## src/rtl/ttt_game_ctrl.sv

```systemverilog
// ttt_game_ctrl: turn sequencer and rule engine for the two-player tic-tac-toe
// display. Validates moves, alternates turns, detects win/draw, enforces an
// optional per-turn timeout and hands the board to the renderer on frame start.
//
// state | meaning
// PLAY  | waiting for the current player's move (turn timer running)
// CHECK | one cycle: test the mover's grid for a line or a full board
// WIN   | game over, winner and win_line valid
// DRAW  | game over, board full with no line
module ttt_game_ctrl #(
   parameter int unsigned TURN_TIMEOUT = 250000000
) (
   input  logic       dclk,
   input  logic       clr,
   input  logic       new_game,
   input  logic       move_valid,
   input  logic [3:0] move_idx,
   input  logic       frame_start,
   output logic [8:0] g1Grid_vg,
   output logic [8:0] g2Grid_vg,
   output logic       turn,
   output logic [1:0] game_state,
   output logic [1:0] winner,
   output logic [8:0] win_line,
   output logic       move_ack,
   output logic       move_err,
   output logic       turn_timeout
);

   localparam bit          TO_EN = (TURN_TIMEOUT > 0);
   localparam int unsigned TW    = TO_EN ? $clog2(TURN_TIMEOUT + 1) : 1;
   localparam logic [TW-1:0] TC_LAST = TO_EN ? TW'(TURN_TIMEOUT - 1) : '0;

   localparam logic [8:0] L_R0 = 9'h007;
   localparam logic [8:0] L_R1 = 9'h038;
   localparam logic [8:0] L_R2 = 9'h1C0;
   localparam logic [8:0] L_C0 = 9'h049;
   localparam logic [8:0] L_C1 = 9'h092;
   localparam logic [8:0] L_C2 = 9'h124;
   localparam logic [8:0] L_D0 = 9'h111;
   localparam logic [8:0] L_D1 = 9'h054;

   typedef enum logic [1:0] {
      S_PLAY  = 2'b00,
      S_CHECK = 2'b01,
      S_WIN   = 2'b10,
      S_DRAW  = 2'b11
   } state_t;

   state_t        r_state;
   logic [8:0]    r_w1, r_w2, r_g1, r_g2, r_win_line;
   logic [1:0]    r_winner;
   logic          r_turn, r_ack, r_err, r_to;
   logic [TW-1:0] r_tcnt;

   logic [8:0]    w_occ, w_sel, w_mover, w_line;
   logic          w_legal, w_expire;

   assign w_occ    = r_w1 | r_w2;
   // Indices 9..15 shift the bit out entirely, so w_sel is 0 for them.
   assign w_sel    = 9'h001 << move_idx;
   assign w_legal  = (move_idx <= 4'd8) && ((w_occ & w_sel) == 9'h000);
   assign w_mover  = r_turn ? r_w2 : r_w1;
   // >= rather than ==: a move that masks the expiry cycle lets tcnt pass
   // TURN_TIMEOUT-1 by one, and the forfeit must then follow, not wrap.
   assign w_expire = TO_EN && (r_tcnt >= TC_LAST);

   // First fully-set line of the mover, in fixed row/column/diagonal priority.
   always_comb begin
      w_line = '0;
      if      ((w_mover & L_R0) == L_R0) w_line = L_R0;
      else if ((w_mover & L_R1) == L_R1) w_line = L_R1;
      else if ((w_mover & L_R2) == L_R2) w_line = L_R2;
      else if ((w_mover & L_C0) == L_C0) w_line = L_C0;
      else if ((w_mover & L_C1) == L_C1) w_line = L_C1;
      else if ((w_mover & L_C2) == L_C2) w_line = L_C2;
      else if ((w_mover & L_D0) == L_D0) w_line = L_D0;
      else if ((w_mover & L_D1) == L_D1) w_line = L_D1;
   end

   // Game FSM, turn timer, registered status/pulses and frame-synchronous copy.
   always_ff @(posedge dclk or posedge clr) begin
      if (clr) begin
         r_state    <= S_PLAY;
         r_w1       <= '0;
         r_w2       <= '0;
         r_g1       <= '0;
         r_g2       <= '0;
         r_win_line <= '0;
         r_winner   <= '0;
         r_turn     <= 1'b0;
         r_ack      <= 1'b0;
         r_err      <= 1'b0;
         r_to       <= 1'b0;
         r_tcnt     <= '0;
      end else begin
         r_ack <= 1'b0;
         r_err <= 1'b0;
         r_to  <= 1'b0;

         // Non-blocking reads give the pre-write board when a write coincides.
         if (frame_start) begin
            r_g1 <= r_w1;
            r_g2 <= r_w2;
         end

         if (new_game) begin
            r_w1       <= '0;
            r_w2       <= '0;
            r_winner   <= '0;
            r_win_line <= '0;
            r_tcnt     <= '0;
            r_turn     <= 1'b0;
            r_state    <= S_PLAY;
         end else begin
            case (r_state)
               S_PLAY: begin
                  if (move_valid) begin
                     if (w_legal) begin
                        if (r_turn) r_w2 <= r_w2 | w_sel;
                        else        r_w1 <= r_w1 | w_sel;
                        r_ack   <= 1'b1;
                        r_tcnt  <= '0;
                        r_state <= S_CHECK;
                     end else begin
                        r_err <= 1'b1;
                        if (TO_EN) r_tcnt <= r_tcnt + 1'b1;
                     end
                  end else if (w_expire) begin
                     r_to   <= 1'b1;
                     r_turn <= ~r_turn;
                     r_tcnt <= '0;
                  end else if (TO_EN) begin
                     r_tcnt <= r_tcnt + 1'b1;
                  end
               end
               S_CHECK: begin
                  if (w_line != 9'h000) begin
                     r_state    <= S_WIN;
                     r_winner   <= r_turn ? 2'b10 : 2'b01;
                     r_win_line <= w_line;
                  end else if (w_occ == 9'h1FF) begin
                     r_state <= S_DRAW;
                  end else begin
                     r_turn  <= ~r_turn;
                     r_tcnt  <= '0;
                     r_state <= S_PLAY;
                  end
               end
               default: begin
                  if (move_valid) r_err <= 1'b1;
               end
            endcase
         end
      end
   end

   assign g1Grid_vg    = r_g1;
   assign g2Grid_vg    = r_g2;
   assign turn         = r_turn;
   assign game_state   = r_state;
   assign winner       = r_winner;
   assign win_line     = r_win_line;
   assign move_ack     = r_ack;
   assign move_err     = r_err;
   assign turn_timeout = r_to;

endmodule

```

## config.mk

```make
export PLATFORM = sky130hd
export DESIGN_NAME = ttt_game_ctrl
export DESIGN_NICKNAME = d
export VERILOG_FILES = /design/src/rtl/ttt_game_ctrl.sv
export SDC_FILE = /design/constraint.sdc
export NUM_CORES = 1
export LEC_CHECK = 0
export ABC_AREA = 1
export BUFFER_PORTS_ARGS = -buffer_cell sky130_fd_sc_hd__buf_2
export CAP_MARGIN = 0
export CORE_MARGIN = 5
export CORE_UTILIZATION = 35
export DETAILED_ROUTE_END_ITERATION = 7
export PLACE_DENSITY = 0.51
export SLEW_MARGIN = 20
export SYNTH_ARGS = -nofsm -noshare
export SYNTH_HDL_FRONTEND = slang
export SYNTH_SLANG_ARGS = --single-unit
```

## constraint.sdc

```tcl
create_clock -name dclk -period 2.85 [get_ports dclk]
set_input_delay 0.1425 -clock dclk [delete_from_list [all_inputs] [get_ports dclk]]
set_output_delay 0.1425 -clock dclk [all_outputs]
set_load 0.1 [all_outputs]
```

; ---- Word level (Yosys, flattened, before mapping)
; Index checks and enable logic that the tools add are counted.
[word_totals]
regBits = 81
output_inout_bits = 35
word_cells = 113
inputBits = 9
[classes]
add_sub_neg = 1
shift = 1
n_eq_ne = 17
n_reduce_logical = 17
n_bitwise = 5
mux = 58
n_lt_le_gt_ge = 2
[ops]
columns = op, count
row1 = 9-bit two-way mux, 21
row2 = 28-bit two-way mux, 6
row3 = 28-bit case mux with 2 select lines, 1
row4 = 28-bit by 1-bit adder with 28-bit output (second input constant), 1
row5 = 28-bit greater-or-equal comparator (second input constant), 1
row6 = 9-bit OR, 3
row7 = 3-bit == test (second input constant), 8
row8 = 2-bit two-way mux, 9
row9 = 3-bit != test (second input constant), 6
row10 = 1-bit two-way mux, 17
row11 = 2-bit nonzero test, 6
row12 = 9-bit bitwise AND, 1
row13 = 9-bit == test (second input constant), 1
row14 = 9-bit zero test, 1
row15 = 9-bit nonzero test, 1
row16 = 1-bit by 4-bit << shifter with 9-bit output (first input constant), 1
row17 = 4-bit AND reduction, 2
row18 = 7-bit two-way mux, 1
row19 = 3-bit AND reduction, 2
row20 = 5-bit AND reduction, 1
row21 = 4-bit less-or-equal comparator (second input constant), 1
row22 = 1-bit case mux with 2 select lines, 2
row23 = 2-bit case mux with 2 select lines, 1
row24 = 3-bit nonzero test, 1
row25 = other kinds (6), 6

; ---- Longest topological paths before layout
; Gate-level depths: netlist (run 1).
[depth]
depth_word = 14
ltp_mapped = 18
depth_no_buf = 15

; ---- Worst setup path before layout (run 1)
; No wires, ideal clock.
[synth_path]
path_kind = flip-flop to flip-flop
start = register r_turn (netlist: turn)
end = register r_tcnt[9]
arrival_time_ns = 2.470
setup_ns = 0.119
setup_slack_ns = 0.261
synth_period_minus_slack_ns = 2.589
path_buffers = 3
required_time_ns = 2.731
path_stages_with_launch = 17
path_cell_list = dfrtp_1 buf_6 buf_6 nand2_1 nand2_2 nand3_2 nand2_1 inv_2 nand2_1 nand2_1 nor2_2 nand4_2 nand2_4 nand2_4 buf_6 nand2_2 o21ai_2
[synth_via]
elab_chain_len = 13
word_cells_on_any_way = 20
cone_classes = eq/ne: 9 / mux: 9 / reduce/logical: 2
[synth_rtl]
columns = item, line
row1 = "start, declared", 53  ; logic r_turn, r_ack, r_err, r_to;
row2 = "start signal, assigned", 131  ; r_turn <= ~r_turn;
row3 = "start signal, assigned", 145  ; r_turn <= ~r_turn;
row4 = 9-bit two-way mux *, 63  ; assign w_mover = r_turn ? r_w2 : r_w1;
row5 = 3-bit == test, 78  ; else if ((w_mover & L_D1) == L_D1) w_line = L_D1;
row6 = 7-bit two-way mux, 78
row7 = 9-bit two-way mux, 77  ; else if ((w_mover & L_D0) == L_D0) w_line = L_D0;
row8 = 9-bit two-way mux, 76  ; else if ((w_mover & L_C2) == L_C2) w_line = L_C2;
row9 = 9-bit two-way mux, 75  ; else if ((w_mover & L_C1) == L_C1) w_line = L_C1;
row10 = 9-bit two-way mux, 74  ; else if ((w_mover & L_C0) == L_C0) w_line = L_C0;
row11 = 9-bit two-way mux, 73  ; else if ((w_mover & L_R2) == L_R2) w_line = L_R2;
row12 = 9-bit two-way mux, 72  ; else if ((w_mover & L_R1) == L_R1) w_line = L_R1;
row13 = 9-bit two-way mux *, 71  ; if ((w_mover & L_R0) == L_R0) w_line = L_R0;
row14 = 9-bit nonzero test *, 138  ; if (w_line != 9'h000) begin
row15 = 3-bit != test (no source line) *, n/a
row16 = 3-bit AND reduction (no source line) *, n/a
row17 = "end signal, assigned", 127  ; if (TO_EN) r_tcnt <= r_tcnt + 1'b1;
row18 = "end signal, assigned", 134  ; r_tcnt <= r_tcnt + 1'b1;
row19 = "end, declared", 54  ; logic [TW-1:0] r_tcnt;
; Every way passes the cells marked *; elsewhere a longest branch is shown, timed or not.
; A chain may end at the register's enable or synchronous reset.

; ---- Worst setup path in the final report (run 1)
[layout_path]
start = register r_tcnt[0]
end = register r_tcnt[10]
[layout_via]
elab_chain_len = 5
word_cells_on_any_way = 7
cone_classes = add/sub: 1 / order compare: 1 / mux: 5
[layout_rtl]
columns = item, line
row1 = 28-bit by 1-bit adder with 28-bit output / 28-bit greater-or-equal comparator (equally long branches), "127, 134, 66"
row2 = "28-bit two-way mux, on equally long branches", "129, 119"
row3 = 28-bit two-way mux *, 118  ; if (move_valid) begin
row4 = 28-bit case mux with 2 select lines *, 116  ; case (r_state)
row5 = 28-bit two-way mux *, 107  ; if (new_game) begin
; Marks and branches as above.

==> results of run 1 <==
worst paths after layout:
check | from | endpoint | cells past startpoint
max | r_tcnt[0] | r_tcnt[10] | 14
min | move_valid | move_err | 3
max reg2reg | r_tcnt[0] | r_tcnt[10] | 14
min reg2reg | win_line[6] | win_line[6] | 2
max in group asynchronous | clr | win_line[0] | 4
min in group asynchronous | clr | g1Grid_vg[6] | 3
registers in the layout (all words and copies together), names as in the netlist:
name	flops
r_w1	9
win_line	9
g1Grid_vg	9
g2Grid_vg	9
move_ack	1
turn	1
turn_timeout	1
r_tcnt	28
winner	2
game_state	2
move_err	1
r_w2	9
layout by cell type (no fill, tap or decap), types with 6 or more instances in the layout:
cell	n
dfrtp_1	81
nand2_2	23
o21ai_2	14
or2_2	6
buf_2	43
clkbuf_16	9
o21ai_0	24
nand4_1	15
nor2_1	94
nand3_1	52
a21oi_1	45
inv_1	66
nor3_1	7
nand2_1	189
buf_4	10
power by group:
part	total, mW	leakage (nW)	internal [mW]	switching (mW)
logic	0.691	1.55	0.127	0.564
clock network	1.23	0.148	0.732	0.503
registers	1.26	1.10	1.20	0.0625
cells by family (layout without fill, tap and decap cells):
kind of cell               after synthesis  in the layout  share of synthesized area
AOI/OAI and AO/OA                      100            100                      0.120
xor gates and xnor gates                 3              3                    0.00534
and+or+nand+nor                        411            411                      0.377
adders and majority gates                1              1                    0.00254
DFF                                     81             81                      0.412
buffers and inverters                   92            143                     0.0839
stage by stage:
step	setup slack (ns)	cell area, um^2	hold slack, ns
finish	0.295	5640	0.143
detailed placement	0.317	5320	0.361
CTS	0.301	5640	0.127
floorplan	0.261	4920	0.304
global placement	0.314	5320	0.357
global route	0.0546	5640	0.150
per-layer routing:
layer  global-route usage  vias up  routed length (um)
met5                    0        -                   0
met4               0.0420        0                 138
met3               0.0336       10                 593
met2                0.276      111                6350
met1                0.265     2194                7150
li1                     -     2320                   -
worst max-delay path: stages, from the launching register on:
cell	delay, ns
dfrtp_1	0.49
ha_1	0.29
nand3_1	0.13
inv_2	0.13
nand2_1	0.09
nor2_1	0.14
nor2_1	0.07
nor2_1	0.10
o21ai_1	0.06
nand2_1	0.11
nand2_2	0.15
nand2_2	0.11
clkinv_1	0.29
nand2_1	0.18
o21ai_2	0.07
final cells by class:
| class | count | area [um^2] | area share |
|---|---|---|---|
| Multi-Input combinational cell | 515 | 2480 | 0.440 |
| Sequential cell | 81 | 2030 | 0.359 |
| Timing Repair Buffer | 55 | 320 | 0.0568 |
| Inverter | 72 | 274 | 0.0486 |
| Clock buffer | 11 | 253 | 0.0448 |
| Tap cell | 180 | 225 | 0.0399 |
| Clock inverter | 5 | 62.6 | 0.0111 |
==> results.toml, run 1 <==
[clock_network]
cts_buffers = 9
root_buffer = "clkbuf_16"
max-clock-path-buffers = 2
path_clk_slew_ns = 0.06
hold_buffers = 1
postCtsResizedCells = 0
cts_tree = "built"
cts_setup_buffers = 0
clock-sinks = 81
ctsHtreeMaxLevel = 3
insertion_delay_ns = 0.35

[synth]
avgSynthCellArea_um2 = 7.15
synth_edf_count = 0
synth_top_area_share = 0.412
yosysWarnings = 0
ys_ff_latch = 81
ys_seq_area_frac = 0.412
synthTopCellsByCount = "nand2_1, nor2_1, dfrtp_1"
synth.largest_area_cell = "dfrtp_1"
yosys.cell_types.count = 43
yosys-top-cells-area = "dfrtp_1, nand2_1, nor2_1"
synth.most_common_cell = "nand2_1"
synth_ff_type = "dfrtp_1"
synth_nets = 698
synthCells = 688
netlist_area_um2 = 4920
synthArstFlopShare = 1.00

[floorplan]
rows = 43
io_pins = 44
fp.dieW_um = 129
start_util = 0.356
design.die.area_um2 = 16500
die_h_um = 129
core_region_area_um2 = 13800

[detailed_routing]
drt_wl_total_mm = 14.2
first_iter_violations = 287
drt.antenna.violating_nets = 0
via_count = 4635
first_pass_iters = 5
routed_via_density = 5.04
wl_per_cell_um = 15.5
drc = 0

[finish]
nFillCells = 1444
nNetsFinal = 744
fin_cells = 919
fin_util = 0.408
syn_to_final_growth_pct = 14.7
n_antenna_cell = 0
drive_gt1_frac = 0.183

[pwr]
cellPowerDensity_nw_per_um2 = 565
finalPower_mw = 3.19
ir_drop_mv = 0.302
power.leakage_nw = 2.79

[global_routing]
grt_max_degree = 50
antenna_found_initial = 0
grtUsageTotal = 0.180
grt-ovfl-total = 0
grt_pass1_vias = 4507
grt_pass1_wl_mm = 23.6

[sta]
rsz0062_at_grt = "false"
slew_violations = 0
setup_violations = 0
fmax_mhz = 391
worstMarginPinSlew_ns = 0.877
setup_tns_ns = 0
period_share = 0.897
finalCriticalPeriod_ns = 2.56
hold_viol = 0
relSlewSlack = 0.415
skew_ns = 0.00968

[placed_design]
dp.cells = 902
gp_congestion = 0.905
dpl.hpwl_mm = 10.5
numPortBuffers = 43

[run_status]
outcome = "finished, final reports clean"

[critical_path]
cp-start-kind = "flip-flop"
r2r_slack_ns = 0.29
criticalPathCategory = "flip-flop to flip-flop"
end_kind = "flip-flop"
critPathRequiredTime_ns = 3.06
cp.arrival_ns = 2.77
path_max_fanout = 9

[hold_path]
holdCritPathClass = "input port to flip-flop"

[flow_run]
drv_cap = 0
Power figures use the tool's default switching activity.
==> inputs of run 2 (changes only) <==
REMOVE_ABC_BUFFERS = 1   (was not set)
==> results.toml, run 2 (synthesis gave the netlist of run 1 again) <==
[run_status]
outcome = "finished, final reports clean"

[flow_run]
drv_cap = 0

[sta]
skew_ns = 0.00609
fin_hold_ws_ns = 0.156
slew_violations = 0
hold_viol = 0
fmax_mhz = 406
setup_tns_ns = 0
period_share = 0.864
setup_violations = 0
relSlewSlack = 0.580
finalCriticalPeriod_ns = 2.46
worstMarginPinSlew_ns = 0.629
rsz0062_at_grt = "false"

[finish]
drive_gt1_frac = 0.185
largest_register_ffs = 28
fin_util = 0.410
nNetsFinal = 746
syn_to_final_growth_pct = 15.3
fin_cells = 921
layout_common_cells = "nand2_1, nor2_1, dfrtp_1"
regMostFlops = "r_tcnt"
nFillCells = 1454
n_antenna_cell = 0
final_common_cell = "nand2_1"

[detailed_routing]
drc = 0
drt_wl_total_mm = 14.3
first_iter_violations = 285
via_count = 4631
first_pass_iters = 6
wl_per_cell_um = 15.5
routed_via_density = 5.03
drt.antenna.violating_nets = 0

[critical_path]
path_max_fanout = 14
criticalPathCategory = "flip-flop to flip-flop"
critPathSlowestCell = "dfrtp_1"
critPathRequiredTime_ns = 3.12
worstSetupStartpoint = "turn"
end_kind = "flip-flop"
worstPathCellList = "buf_4 > nand2_1 > nand2_2 > nand3_2 > nand2_1 > inv_2 > nand2_1 > nand2_1 > a21oi_2 > nand3_1 > o21ai_2 > nand2_1 > o21ai_0"
path_depth = 13
cp.arrival_ns = 2.73
reg2reg_depth = 13
cp_num_buf_inv = 2
critPathTopFamily = "simple AND/OR/NAND/NOR gates"
crit_path_frequent_cell = "nand2_1"
r2r_start = "turn"
r2r_slack_ns = 0.39
critPathMaxStageDelay_ns = 0.65
rr_endpoint = "winner[1]"
cp-start-kind = "flip-flop"

[global_routing]
grt-busiest-layer = "met2"
antenna_found_initial = 0
grt_pass1_wl_mm = 23.5
grtUsageTotal = 0.180
use_met2 = 0.298
grt_max_degree = 51
grt_pass1_vias = 4515
grt-ovfl-total = 0
grt.met1_usage = 0.232
grtUsageMet3 = 0.0315

[clock_network]
path_clk_slew_ns = 0.06
insertion_delay_ns = 0.34
clock-sinks = 81
max-clock-path-buffers = 2
root_buffer = "clkbuf_16"
hold_buffers = 1
postCtsResizedCells = 0
cts_buffers = 9
ctsHtreeMaxLevel = 3
cts_setup_buffers = 0
cts_tree = "built"

[placed_design]
dp.cells = 904
numPortBuffers = 43
gp_congestion = 0.936
dpl.hpwl_mm = 10.7

[pwr]
ir_drop_mv = 0.335
cellPowerDensity_nw_per_um2 = 561
power.leakage_nw = 2.81

[hold_path]
holdCritPathClass = "input port to flip-flop"
hold_path_end = "move_err"
whs_path_depth = 3
worstHoldStart = "move_valid"

[floorplan]
start_util = 0.356
core_region_area_um2 = 13800
design.die.area_um2 = 16500
io_pins = 44
fp.dieW_um = 129
die_h_um = 129
rows = 43
-- run 2: changes by cell type in the layout (fill, tap and decap cells not counted) --
cell,before,now
buf_4,10,11
clkinv_2,1,2
clkbuf_8,2,3
buf_12,1,2
inv_6,1,0
clkinv_4,1,0
-- run 2: worst max path at each step --
| stage | slack, ns | endpoint |
|---|---|---|
| 6_report | 0.39 | winner[1] |
| 4_1_cts | 0.36 | winner[1] |
| 3_3_place_gp | 0.36 | winner[1] |
| 3_5_place_dp | 0.38 | winner[1] |
| 2_1_floorplan | -0.14 | r_tcnt[23] |
| 5_1_grt | 0.11 | win_line[3] |
-- run 2: per-layer routing --
metal | routed length (um) | vias to the layer above
met1 | 6680 | 2199
met2 | 6720 | 86
met4 | 404 | 0
li1 | - | 2318
met3 | 459 | 28
met5 | 0 | -
-- run 2: cell type report --
class | instances | area [um^2] | share of cell area
Multi-Input combinational cell | 515 | 2480 | 0.437
Tap cell | 180 | 225 | 0.0397
Clock buffer | 12 | 267 | 0.0470
Inverter | 72 | 274 | 0.0483
Timing Repair Buffer | 57 | 348 | 0.0613
Sequential cell | 81 | 2030 | 0.357
Clock inverter | 4 | 50.0 | 0.00882
-- run 2: power by group --
group          switching (mW)  internal (mW)
clock                   0.479          0.749
combinational           0.565          0.129
sequential             0.0622           1.20
total                    1.11           2.08
-- run 2: through the flow --
| step | setup slack [ns] | power (mW) | area (um^2) |
|---|---|---|---|
| after global placement | 0.360 | 1.98 | 5350 |
| after floorplan | -0.145 | 1.79 | 4780 |
| after CTS | 0.363 | 3.22 | 5670 |
| after detailed placement | 0.377 | 1.98 | 5350 |
| after global routing | 0.106 | 3.33 | 5670 |
| final | 0.389 | 3.18 | 5670 |
-- run 2: tightest hold or removal path, delay by kind of cell --
family | cells | cell delay, ns
buffers and inverters | 2 | 0.23
and+or+nand+nor | 1 | 0.07
